==> src/rtl/dsp_spi_slave.sv <==
// ---------------------------------------------------------------------------
// dsp_spi_slave
// SPI mode-0 responder giving the C6678 DSP register access into the EVM
// FPGA.  All SPI pins are oversampled in the 48 MHz domain.  Each 16-bit frame
// (command byte {R/nW, addr[6:0]}, then data byte) is decoded into one-cycle
// register read/write strobes.
//
// Optional feature: define DSP_SPI_STATUS_EN to shift a status byte
// {STATUS_ID, err_cnt[4:0]} out on MISO during the command byte.  Without
// it, MISO is 0 during the command byte and no error counter exists.
//
// Ports:
//   main_48mhz_clk_r_i  48 MHz clock
//   fpga_rstn           async active-low reset
//   dsp_sspcs1_i        SPI chip select (active low)
//   dsp_sspck_i         SPI clock (mode 0)
//   dsp_sspmosi_i       serial data in, MSB first
//   dsp_sspmiso_o       serial data out
//   dsp_sspmiso_oe_o    MISO output enable (CS active)
//   reg_addr_o          register address, held between frames
//   reg_wdata_o         write data, valid with reg_wr_o
//   reg_wr_o            one-cycle write strobe
//   reg_rd_o            one-cycle read strobe
//   reg_rdata_i         read data, sampled one cycle after reg_rd_o
//   frame_err_o         one-cycle pulse on aborted/malformed frame
// ---------------------------------------------------------------------------
module dsp_spi_slave #(
    parameter int         SYNC_STAGES = 2,
    parameter logic [2:0] STATUS_ID   = 3'b101
) (
    input  logic       main_48mhz_clk_r_i,
    input  logic       fpga_rstn,
    input  logic       dsp_sspcs1_i,
    input  logic       dsp_sspck_i,
    input  logic       dsp_sspmosi_i,
    output logic       dsp_sspmiso_o,
    output logic       dsp_sspmiso_oe_o,
    output logic [6:0] reg_addr_o,
    output logic [7:0] reg_wdata_o,
    output logic       reg_wr_o,
    output logic       reg_rd_o,
    input  logic [7:0] reg_rdata_i,
    output logic       frame_err_o
);

    typedef enum logic [1:0] {
        ST_IDLE = 2'd0,
        ST_CMD  = 2'd1,
        ST_DATA = 2'd2,
        ST_DONE = 2'd3
    } state_t;

    // Saturating 5-bit increment for the error counter.
    function automatic logic [4:0] sat_inc5(input logic [4:0] v);
        return (v == 5'd31) ? v : (v + 5'd1);
    endfunction

    logic [SYNC_STAGES-1:0] cs_sync_r;
    logic [SYNC_STAGES-1:0] sck_sync_r;
    logic [SYNC_STAGES-1:0] mosi_sync_r;
    logic                   sck_prev_r;
    logic [SYNC_STAGES:0]   flush_r;

    logic cs_s;
    logic sck_s;
    logic mosi_s;
    logic sck_rise_s;
    logic sck_fall_s;
    logic [7:0] status_s;

    state_t     state_r;
    logic [4:0] bit_cnt_r;
    logic [7:0] shift_r;
    logic [7:0] miso_sh_r;
    logic [7:0] rdata_r;
    logic       rnw_r;
    logic       invalid_r;
    logic       armed_r;
    logic       rd_d1_r;

    // Input synchronizers; flush_r marks when the chains hold real pin values.
    always_ff @(posedge main_48mhz_clk_r_i or negedge fpga_rstn) begin
        if (!fpga_rstn) begin
            cs_sync_r   <= {SYNC_STAGES{1'b1}};
            sck_sync_r  <= {SYNC_STAGES{1'b0}};
            mosi_sync_r <= {SYNC_STAGES{1'b0}};
            sck_prev_r  <= 1'b0;
            flush_r     <= {(SYNC_STAGES+1){1'b0}};
        end else begin
            cs_sync_r   <= {cs_sync_r[SYNC_STAGES-2:0], dsp_sspcs1_i};
            sck_sync_r  <= {sck_sync_r[SYNC_STAGES-2:0], dsp_sspck_i};
            mosi_sync_r <= {mosi_sync_r[SYNC_STAGES-2:0], dsp_sspmosi_i};
            sck_prev_r  <= sck_sync_r[SYNC_STAGES-1];
            flush_r     <= {flush_r[SYNC_STAGES-1:0], 1'b1};
        end
    end

    assign cs_s       = cs_sync_r[SYNC_STAGES-1];
    assign sck_s      = sck_sync_r[SYNC_STAGES-1];
    assign mosi_s     = mosi_sync_r[SYNC_STAGES-1];
    assign sck_rise_s = sck_s & ~sck_prev_r;
    assign sck_fall_s = ~sck_s & sck_prev_r;

`ifdef DSP_SPI_STATUS_EN
    logic [4:0] err_cnt_r;

    // Saturating count of frame_err_o pulses, reported in the status byte.
    always_ff @(posedge main_48mhz_clk_r_i or negedge fpga_rstn) begin
        if (!fpga_rstn) begin
            err_cnt_r <= 5'd0;
        end else if (frame_err_o) begin
            err_cnt_r <= sat_inc5(err_cnt_r);
        end else begin
            err_cnt_r <= err_cnt_r;
        end
    end

    assign status_s = {STATUS_ID, err_cnt_r};
`else
    // Status reporting not built: command-byte MISO is all zeros.
    assign status_s = {STATUS_ID, sat_inc5(5'd0)} & 8'h00;
`endif

    // Frame FSM: bit counting, register strobes and MISO shifting.
    always_ff @(posedge main_48mhz_clk_r_i or negedge fpga_rstn) begin
        if (!fpga_rstn) begin
            state_r          <= ST_IDLE;
            bit_cnt_r        <= 5'd0;
            shift_r          <= 8'h00;
            miso_sh_r        <= 8'h00;
            rdata_r          <= 8'h00;
            rnw_r            <= 1'b0;
            invalid_r        <= 1'b0;
            armed_r          <= 1'b0;
            rd_d1_r          <= 1'b0;
            dsp_sspmiso_o    <= 1'b0;
            dsp_sspmiso_oe_o <= 1'b0;
            reg_addr_o       <= 7'h00;
            reg_wdata_o      <= 8'h00;
            reg_wr_o         <= 1'b0;
            reg_rd_o         <= 1'b0;
            frame_err_o      <= 1'b0;
        end else begin
            reg_wr_o         <= 1'b0;
            reg_rd_o         <= 1'b0;
            frame_err_o      <= 1'b0;
            rd_d1_r          <= reg_rd_o;
            dsp_sspmiso_oe_o <= ~cs_s;
            if (rd_d1_r) begin
                rdata_r <= reg_rdata_i;
            end
            // A frame already running when reset released is ignored: only
            // start accepting once CS has been seen high on real pin data.
            if (flush_r[SYNC_STAGES] && cs_s) begin
                armed_r <= 1'b1;
            end

            case (state_r)
                ST_IDLE: begin
                    dsp_sspmiso_o <= 1'b0;
                    if (armed_r && !cs_s) begin
                        bit_cnt_r     <= 5'd0;
                        invalid_r     <= 1'b0;
                        // MSB must be on the wire before the first SCK rise.
                        dsp_sspmiso_o <= status_s[7];
                        miso_sh_r     <= {status_s[6:0], 1'b0};
                        state_r       <= ST_CMD;
                    end
                end

                ST_CMD: begin
                    if (cs_s) begin
                        frame_err_o   <= 1'b1;
                        dsp_sspmiso_o <= 1'b0;
                        state_r       <= ST_IDLE;
                    end else begin
                        if (sck_rise_s) begin
                            shift_r   <= {shift_r[6:0], mosi_s};
                            bit_cnt_r <= bit_cnt_r + 5'd1;
                            if (bit_cnt_r == 5'd7) begin
                                reg_addr_o <= {shift_r[5:0], mosi_s};
                                rnw_r      <= shift_r[6];
                                reg_rd_o   <= shift_r[6];
                                state_r    <= ST_DATA;
                            end
                        end
                        if (sck_fall_s) begin
                            dsp_sspmiso_o <= miso_sh_r[7];
                            miso_sh_r     <= {miso_sh_r[6:0], 1'b0};
                        end
                    end
                end

                ST_DATA: begin
                    if (cs_s) begin
                        frame_err_o   <= 1'b1;
                        dsp_sspmiso_o <= 1'b0;
                        state_r       <= ST_IDLE;
                    end else begin
                        if (sck_rise_s) begin
                            shift_r   <= {shift_r[6:0], mosi_s};
                            bit_cnt_r <= bit_cnt_r + 5'd1;
                            if (bit_cnt_r == 5'd15) begin
                                state_r <= ST_DONE;
                            end
                        end
                        if (sck_fall_s) begin
                            if (!rnw_r) begin
                                dsp_sspmiso_o <= 1'b0;
                            end else if (bit_cnt_r == 5'd8) begin
                                // rdata was captured well before this fall.
                                dsp_sspmiso_o <= rdata_r[7];
                                miso_sh_r     <= {rdata_r[6:0], 1'b0};
                            end else begin
                                dsp_sspmiso_o <= miso_sh_r[7];
                                miso_sh_r     <= {miso_sh_r[6:0], 1'b0};
                            end
                        end
                    end
                end

                ST_DONE: begin
                    if (cs_s) begin
                        if (invalid_r) begin
                            frame_err_o <= 1'b1;
                        end else if (!rnw_r) begin
                            reg_wdata_o <= shift_r;
                            reg_wr_o    <= 1'b1;
                        end
                        dsp_sspmiso_o <= 1'b0;
                        state_r       <= ST_IDLE;
                    end else begin
                        // A 17th bit makes the whole frame invalid.
                        if (sck_rise_s) begin
                            invalid_r <= 1'b1;
                        end
                        if (sck_fall_s) begin
                            dsp_sspmiso_o <= 1'b0;
                        end
                    end
                end

                default: begin
                    dsp_sspmiso_o <= 1'b0;
                    state_r       <= ST_IDLE;
                end
            endcase
        end
    end

endmodule

==> config.mk <==
export PLATFORM = sky130hd
export DESIGN_NAME = dsp_spi_slave
export DESIGN_NICKNAME = d
export VERILOG_FILES = /design/src/rtl/dsp_spi_slave.sv
export SDC_FILE = /design/constraint.sdc
export NUM_CORES = 1
export LEC_CHECK = 0
export CORE_MARGIN = 2
export CORE_UTILIZATION = 40
export CTS_CLUSTER_DIAMETER = 150
export CTS_CLUSTER_SIZE = 8
export DETAILED_ROUTE_END_ITERATION = 16
export PLACE_DENSITY = 0.7
export SLEW_MARGIN = 5
export SYNTH_ARGS = -nofsm -noshare
export SYNTH_HDL_FRONTEND = slang
export SYNTH_SLANG_ARGS = --single-unit
==> constraint.sdc <==
create_clock -name main_48mhz_clk_r_i -period 1.8 [get_ports main_48mhz_clk_r_i]
set_input_delay 0.54 -clock main_48mhz_clk_r_i [delete_from_list [all_inputs] [get_ports main_48mhz_clk_r_i]]
set_output_delay 0.54 -clock main_48mhz_clk_r_i [all_outputs]
set_load 0.01 [all_outputs]
==> metrics.csv, run 1 <==
stage,metric,value,unit
sta,Layout Skew,0.00829,ns
setup_path,critical path required time,2.03,ns
setup_path,top fanout value on the critical path,4,
final_layout,area of the multi-input gates,1070,um^2
final_layout,Final Net Count,286,
global_routing,initial antenna violation count,0,
run_status,run status,"complete, but fails checks",
cts,Num CTS Buffers,9,
die,Initial Util,41.5,%
detailed_routing,vias,1781,
power,Reg power frac,36.7,%
global_routing,Total Routing Usage GR,15.8,%
sta,Fin Setup TNS,-0.00574,ns
die,core area,6390,um^2
hold_path,hold crit path type,in -> async,
placement,routability cong.,0.820,
placement,pre-CTS WS,-0.0367,ns
global_routing,GR Util met1,19.4,%
sta,Min Hold Slack,0.0993,ns
sta,"Slew Viols, Final",0,
cts,Skew-Pair Late Insertion Delay,0.34,ns
detailed_routing,First-pass DRT Iterations,4,
cts,Num Clock Sinks,64,
global_routing,met2 Resource Use GR,24.4,%
synth,Synth Register Bits,64,
sta,crit path time final,1.81,ns
synth,synthesized net count,217,
synth,Syn Std Cell Area,2650,um^2
final_layout,share of layout cells above drive strength 1,36.5,%
sta,final-report hold violation count,0,
detailed_routing,post-DR vias/cell,5.12,
cts,CTS tree,done,
placement,IO Port Bufs,32,
power,Pint,0.00335,W
run_status,failing checks,setup timing,
sta,# setup viols final,1,
synth,Post-synth EDFFs,0,
setup_path,R2R cell count,7,
power,worst vdd ir,0.797,mV
sta,fin worst setup slack,-0.00574,ns
run,MaxCap Viol Count,0,
detailed_routing,initial DRC count,89,
global_routing,largest net degree at the start of global routing,30,
cts,clk slew on worst S/H paths,0.07,ns
die,Site Rows,29,
placement,Detailed Place HPWL,3.52,mm
power,Lkg Pwr,1.94,nW
synth,Ys Warns,0,
power,sw frac,30.1,%
setup_path,Worst EP arrival,2.04,ns
final_layout,ANT cells,0,
synth,ys flop type,dfrtp_1,
die,die area,7290,um^2
cts,H-tree Lvls,3,
die,Die H,85.4,um
sta,unrepaired setup endpoints after global routing,true,
synth,async set-reset flop share out of synthesis,100,%
setup_path,reg2reg start,state_r[0],
final_layout,Filler Cell Count,513,
setup_path,Crit Path Category,reg -> reg,
final_layout,sequential cell area,1610,um^2
sta,Achievable Freq,554,MHz
setup_path,crit end category,register,
setup_path,Startpoint Class,register,
sta,Final Cycle Share,100,%
die,# IOs,33,
power,Pwr per Cell Area,1320,nW/um^2
cts,Clock Tree Root,clkbuf_8,
cts,hold_buf cts,0,
synth,number of library cell types mapped by synthesis,37,
power,power share of the clock group,29.2,%
die,Die Wd,85.4,um
power,switching pwr,0.00145,W
setup_path,Reg2Reg Capture Point,state_r[1],
synth,"Avg Cell Area, Syn",13.5,um^2
global_routing,"Remaining Overflow, GRT",0,
synth,Mapped Cells,197,
detailed_routing,Detail Route Antenna Nets,0,
detailed_routing,Routed Wire Length,5.27,mm
setup_path,reg2reg setup slack,-0.006,ns
cts,clock buffer depth,2,
detailed_routing,per-cell routed wire length,15.1,um
final_layout,Area Growth Syn to Fin,37.3,%
synth,sequential cell area fraction in the yosys report,60.5,%
detailed_routing,drt drc,0,
global_routing,gr busiest metal,met2,
power,combinational share of power,34.0,%
global_routing,met3 Track Usage GR,7.30,%
global_routing,first-pass GRT wire length,8.77,mm
global_routing,vias in the first global route,1860,
[stage by stage]
step / std cells / util, % / area [um^2] / total power (W)
5_1_grt: 348 / 57.0 / 3640 / 0.00506
3_5_place_dp: 328 / 51.3 / 3280 / 0.00321
4_1_cts: 346 / 56.0 / 3580 / 0.00478
6_report: 348 / 57.0 / 3640 / 0.00480
3_3_place_gp: 328 / 51.3 / 3280 / 0.00317
2_1_floorplan: 197 / - / 2670 / 0.00255
[placed cells by master (no fill, tap or decap), types with 4 or more instances in the layout]
cell	n
a21oi_1	5
nor2b_1	4
nor2_1	6
nor3_1	5
dlymetal6s2s_1	14
inv_1	9
nand2_1	8
o21ai_0	4
clkdlybuf4s50_1	14
mux2_2	30
buf_4	27
dfrtp_1	61
clkbuf_8	11
a22o_1	12
[layer usage]
layer,share of wire (%),vias to the layer above,wire [um]
li1,-,843,-
met1,45,897,2350
met2,48,33,2550
met3,5.3,8,281
met4,1.4,0,76
met5,0,-,0
[cell usage after synthesis, types with 2 or more instances]
master    number  area (um^2)
mux2i_1        4         40.0
nor2_1         6         22.5
ha_1           7         87.6
inv_1         11         41.3
nor3b_1        2         15.0
nor2b_1        4         25.0
dfrtp_1       62         1550
mux2_2        30          338
or3_1          2         12.5
o21ai_0        5         25.0
nor3_1         7         35.0
mux2_1         2         22.5
nand2_1        8         30.0
nand3_1        2         10.0
buf_2          3         15.0
a21oi_1        6         30.0
nand2b_1       2         12.5
a21o_1         2         15.0
and3_1         2         12.5
dfstp_2        2         52.6
a22o_1        12          105
[what timing repair did]
action                     CTS  global route
resized for setup           13            21
hold endpoints to repair     0             0
setup endpoints to repair   21            29
gates cloned                 1             0
setup buffers                1             2
pin swaps                    2             8
[state kept, by name, indices dropped and copies added, names as in the netlist, 3 cells and up]
name and cells:
reg_addr_o 7, flush_r 3, bit_cnt_r 5, shift_r 8, miso_sh_r 7, reg_wdata_o 8
rdata_r 8
[power by group through the flow]
stage | sequential (W) | combinational, W | clock, W
after global routing | 0.00179 | 0.00177 | 0.00151
final | 0.00176 | 0.00164 | 0.00140
after detailed placement | 0.00179 | 0.00142 | 0
after CTS | 0.00176 | 0.00157 | 0.00144
after global placement | 0.00178 | 0.00140 | 0
after floorplan | 0.00179 | 0.000762 | 0
[worst max-delay path, stage by stage, from the launching register on]
cell and delay [ns]:
dfrtp_1 0.40, buf_4 0.15, ha_4 0.18, nor2_4 0.13, buf_4 0.13, nor3_2 0.05, a221oi_4 0.33, mux2_4 0.33
[cell families after synthesis]
| logic type | after synthesis | synth area share, % |
|---|---|---|
| buffers and inverters | 15 | 2.27 |
| multiplexers | 36 | 15.1 |
| AO/OA/AOI/OAI | 33 | 10.2 |
| adder cells (fa/ha/maj) | 7 | 3.30 |
| flip-flops | 64 | 60.5 |
| other | 1 | 0.142 |
| AND/OR/NAND/NOR | 41 | 8.50 |
[layout make-up]
cell class,instances,area share [%]
multi-input cells,118,29.5
flip-flops and latches,64,44.1
clock buffers,11,4.16
inverters,11,1.13
repair buffers,62,16.3
clock inverters,5,2.17
well taps,77,2.65
[worst max-delay path by stage]
stage	from	endpoint	slack, ns	cells after the start
floorplan	bit_cnt_r[0]	state_r[1]	-0.02	5
global placement	state_r[1]	miso_sh_r[6]	0.007	7
detailed placement	state_r[0]	shift_r[2]	-0.04	6
CTS	state_r[1]	miso_sh_r[5]	-0.02	7
global route	state_r[0]	state_r[0]	-0.08	8
finish	state_r[0]	state_r[1]	-0.006	7
Power figures use the tool's default switching activity.
==> inputs of run 2 (changes only) <==
- CORE_MARGIN: 2 -> 3
- GPL_TIMING_DRIVEN: default -> 0
==> run 2 against run 1 <==
  * Final area decreased by 0.79%
  * Clock skew is essentially flat
  * Largest power group unchanged
  * Critical path depth unchanged
  * Critical path type unchanged
  * Count of clock-buffer cells in the layout unchanged
  * Routed wire length rose by 0.44%
  * Clock power fell by 13%
  * Non-clock buffer count fell by 10
  * Total power fell by 2.4%
  * Combinational power is 2% higher
  * First-iteration DRC count shrank 24%
  * Fmax is 2.8% lower
  * The run still ends with setup timing left
==> metrics.csv, run 2 (synthesized netlist as in run 1, its figures left out) <==
stage,metric,value,unit
final_layout,"most common cell after layout, fill and taps aside",dfrtp_1,
sta,"Slew Viols, Final",0,
global_routing,initial antenna violation count,0,
setup_path,critical path required time,2.02,ns
sta,unrepaired setup endpoints after global routing,true,
global_routing,Total Routing Usage GR,14.5,%
die,Initial Util,41.5,%
setup_path,R2R cell count,7,
cts,clock buffer depth,2,
setup_path,Startpoint Class,register,
detailed_routing,routed wl met2,2.70,mm
power,worst vdd ir,0.659,mV
final_layout,Final Net Count,276,
run_status,run status,"complete, but fails checks",
cts,Skew-Pair Late Insertion Delay,0.34,ns
power,Lkg Pwr,1.87,nW
final_layout,share of layout cells above drive strength 1,36.0,%
sta,crit path time final,1.86,ns
sta,Min Hold Slack,0.273,ns
global_routing,first-pass GRT wire length,8.47,mm
setup_path,Crit Path Category,reg -> reg,
detailed_routing,M1 WL,2.24,mm
die,Die Wd,87.4,um
global_routing,largest net degree at the start of global routing,65,
placement,IO Port Bufs,32,
die,die area,7640,um^2
detailed_routing,highest routed metal layer,met4,
global_routing,vias in the first global route,1805,
run,MaxCap Viol Count,0,
detailed_routing,First-pass DRT Iterations,4,
cts,H-tree Lvls,3,
detailed_routing,routed wire length on met3,309,um
placement,area post-placement,3080,um^2
cts,hold_buf cts,0,
detailed_routing,post-DR vias/cell,5.24,
cts,Num CTS Buffers,9,
cts,Clock Tree Root,clkbuf_8,
setup_path,top fanout value on the critical path,7,
die,Site Rows,29,
sta,fin worst setup slack,-0.0570,ns
die,Die H,87.4,um
power,Pwr per Cell Area,1300,nW/um^2
run_status,failing checks,setup timing,
sta,worst slew pin tran,0.772,ns
cts,CTS tree,done,
final_layout,Finished Cell Area,3610,um^2
die,core area,6390,um^2
sta,Final Cycle Share,103,%
detailed_routing,per-cell routed wire length,15.7,um
final_layout,most frequent cells in the layout,"dfrtp_1, mux2_2, clkdlybuf4s50_1, dlymetal6s2s_1, buf_4",
setup_path,Worst EP arrival,2.08,ns
sta,Rel. slew slack,48.5,%
hold_path,hold crit path type,in -> async,
cts,Num Clock Sinks,64,
sta,final-report hold violation count,0,
detailed_routing,vias,1771,
detailed_routing,initial DRC count,68,
final_layout,leading registers by flop count,"rdata_r (8), reg_wdata_o (8), shift_r (8)",
setup_path,crit end category,register,
placement,Detailed Place HPWL,3.19,mm
die,# IOs,33,
detailed_routing,Routed Wire Length,5.29,mm
global_routing,"Remaining Overflow, GRT",0,
sta,Layout Skew,0.00796,ns
cts,clk slew on worst S/H paths,0.07,ns
final_layout,Area Growth Syn to Fin,36.3,%
detailed_routing,Detail Route Antenna Nets,0,
sta,# setup viols final,9,
sta,Achievable Freq,539,MHz
detailed_routing,drt drc,0,
final_layout,ANT cells,0,
placement,routability cong.,0.839,
-- run 2: cell types whose count changed in the layout (fill, tap and decap cells not counted), sizes merged --
cell	previous run	this run
buf	31	20
clkinvlp	0	1
clkbuf	11	12
bufinv	2	1
-- run 2: final timing paths --
kind / slack (ns) / to / from
worst max-delay path: -0.06 / miso_sh_r[1] / state_r[0]
worst min-delay path: 0.27 / reg_addr_o[5] / fpga_rstn
worst max register to register: -0.06 / miso_sh_r[1] / state_r[0]
worst min register to register: 0.35 / mosi_sync_r[1] / mosi_sync_r[0]
max in group asynchronous: 0.97 / state_r[0] / fpga_rstn
min in group main_48mhz_clk_r_i: 0.35 / mosi_sync_r[1] / mosi_sync_r[0]
-- run 2: layout make-up --
cell class	instances	area, um^2
Buffer	4	31.3
Tap cell	77	96.3
Multi-Input combinational cell	118	1140
Fill cell	534	2780
Inverter	11	43.8
Timing Repair Buffer	48	493
Clock inverter	5	56.3
Sequential cell	64	1610
Clock buffer	11	141
-- run 2: critical path, cell delays in order (launching register included) --
cell and delay [ns]:
dfrtp_2 0.43, inv_4 0.07, ha_4 0.16, buf_6 0.13
nor2_4 0.15, mux2i_4 0.28, a211o_1 0.21, mux2_4 0.31
-- run 2: per-stage QoR --
stage	worst slack [ns]	std cells	util, %	power [W]	TNS, ns
after floorplan	-0.0249	197	-	0.00255	-0.0419
after global placement	-1.88	306	48.3	0.00289	-121.86
after detailed placement	-0.282	306	48.3	0.00292	-4.33
after CTS	-0.0688	332	53.8	0.00440	-0.706
after global routing	-0.139	338	56.5	0.00494	-1.34
final	-0.0570	338	56.5	0.00468	-0.260
-- run 2: power breakdown --
| group | total (W) | internal [W] | switching, W |
|---|---|---|---|
| Clock | 0.00122 | 0.000675 | 0.000542 |
| Sequential | 0.00179 | 0.00163 | 0.000158 |
| Combinational | 0.00168 | 0.000899 | 0.000785 |
-- run 2: per-layer routing --
metal	GRT usage (%)	up-vias
met5	0	-
met4	4.18	0
met3	6.34	10
met2	22.6	32
met1	18.3	903
li1	-	826
-- run 2: timing repair --
| item | in CTS | in global routing |
|---|---|---|
| endpoints found under the setup margin | 39 | 50 |
| gates resized for setup | 20 | 32 |
| buffers inserted | 10 | 6 |
| pin swaps | 4 | 13 |
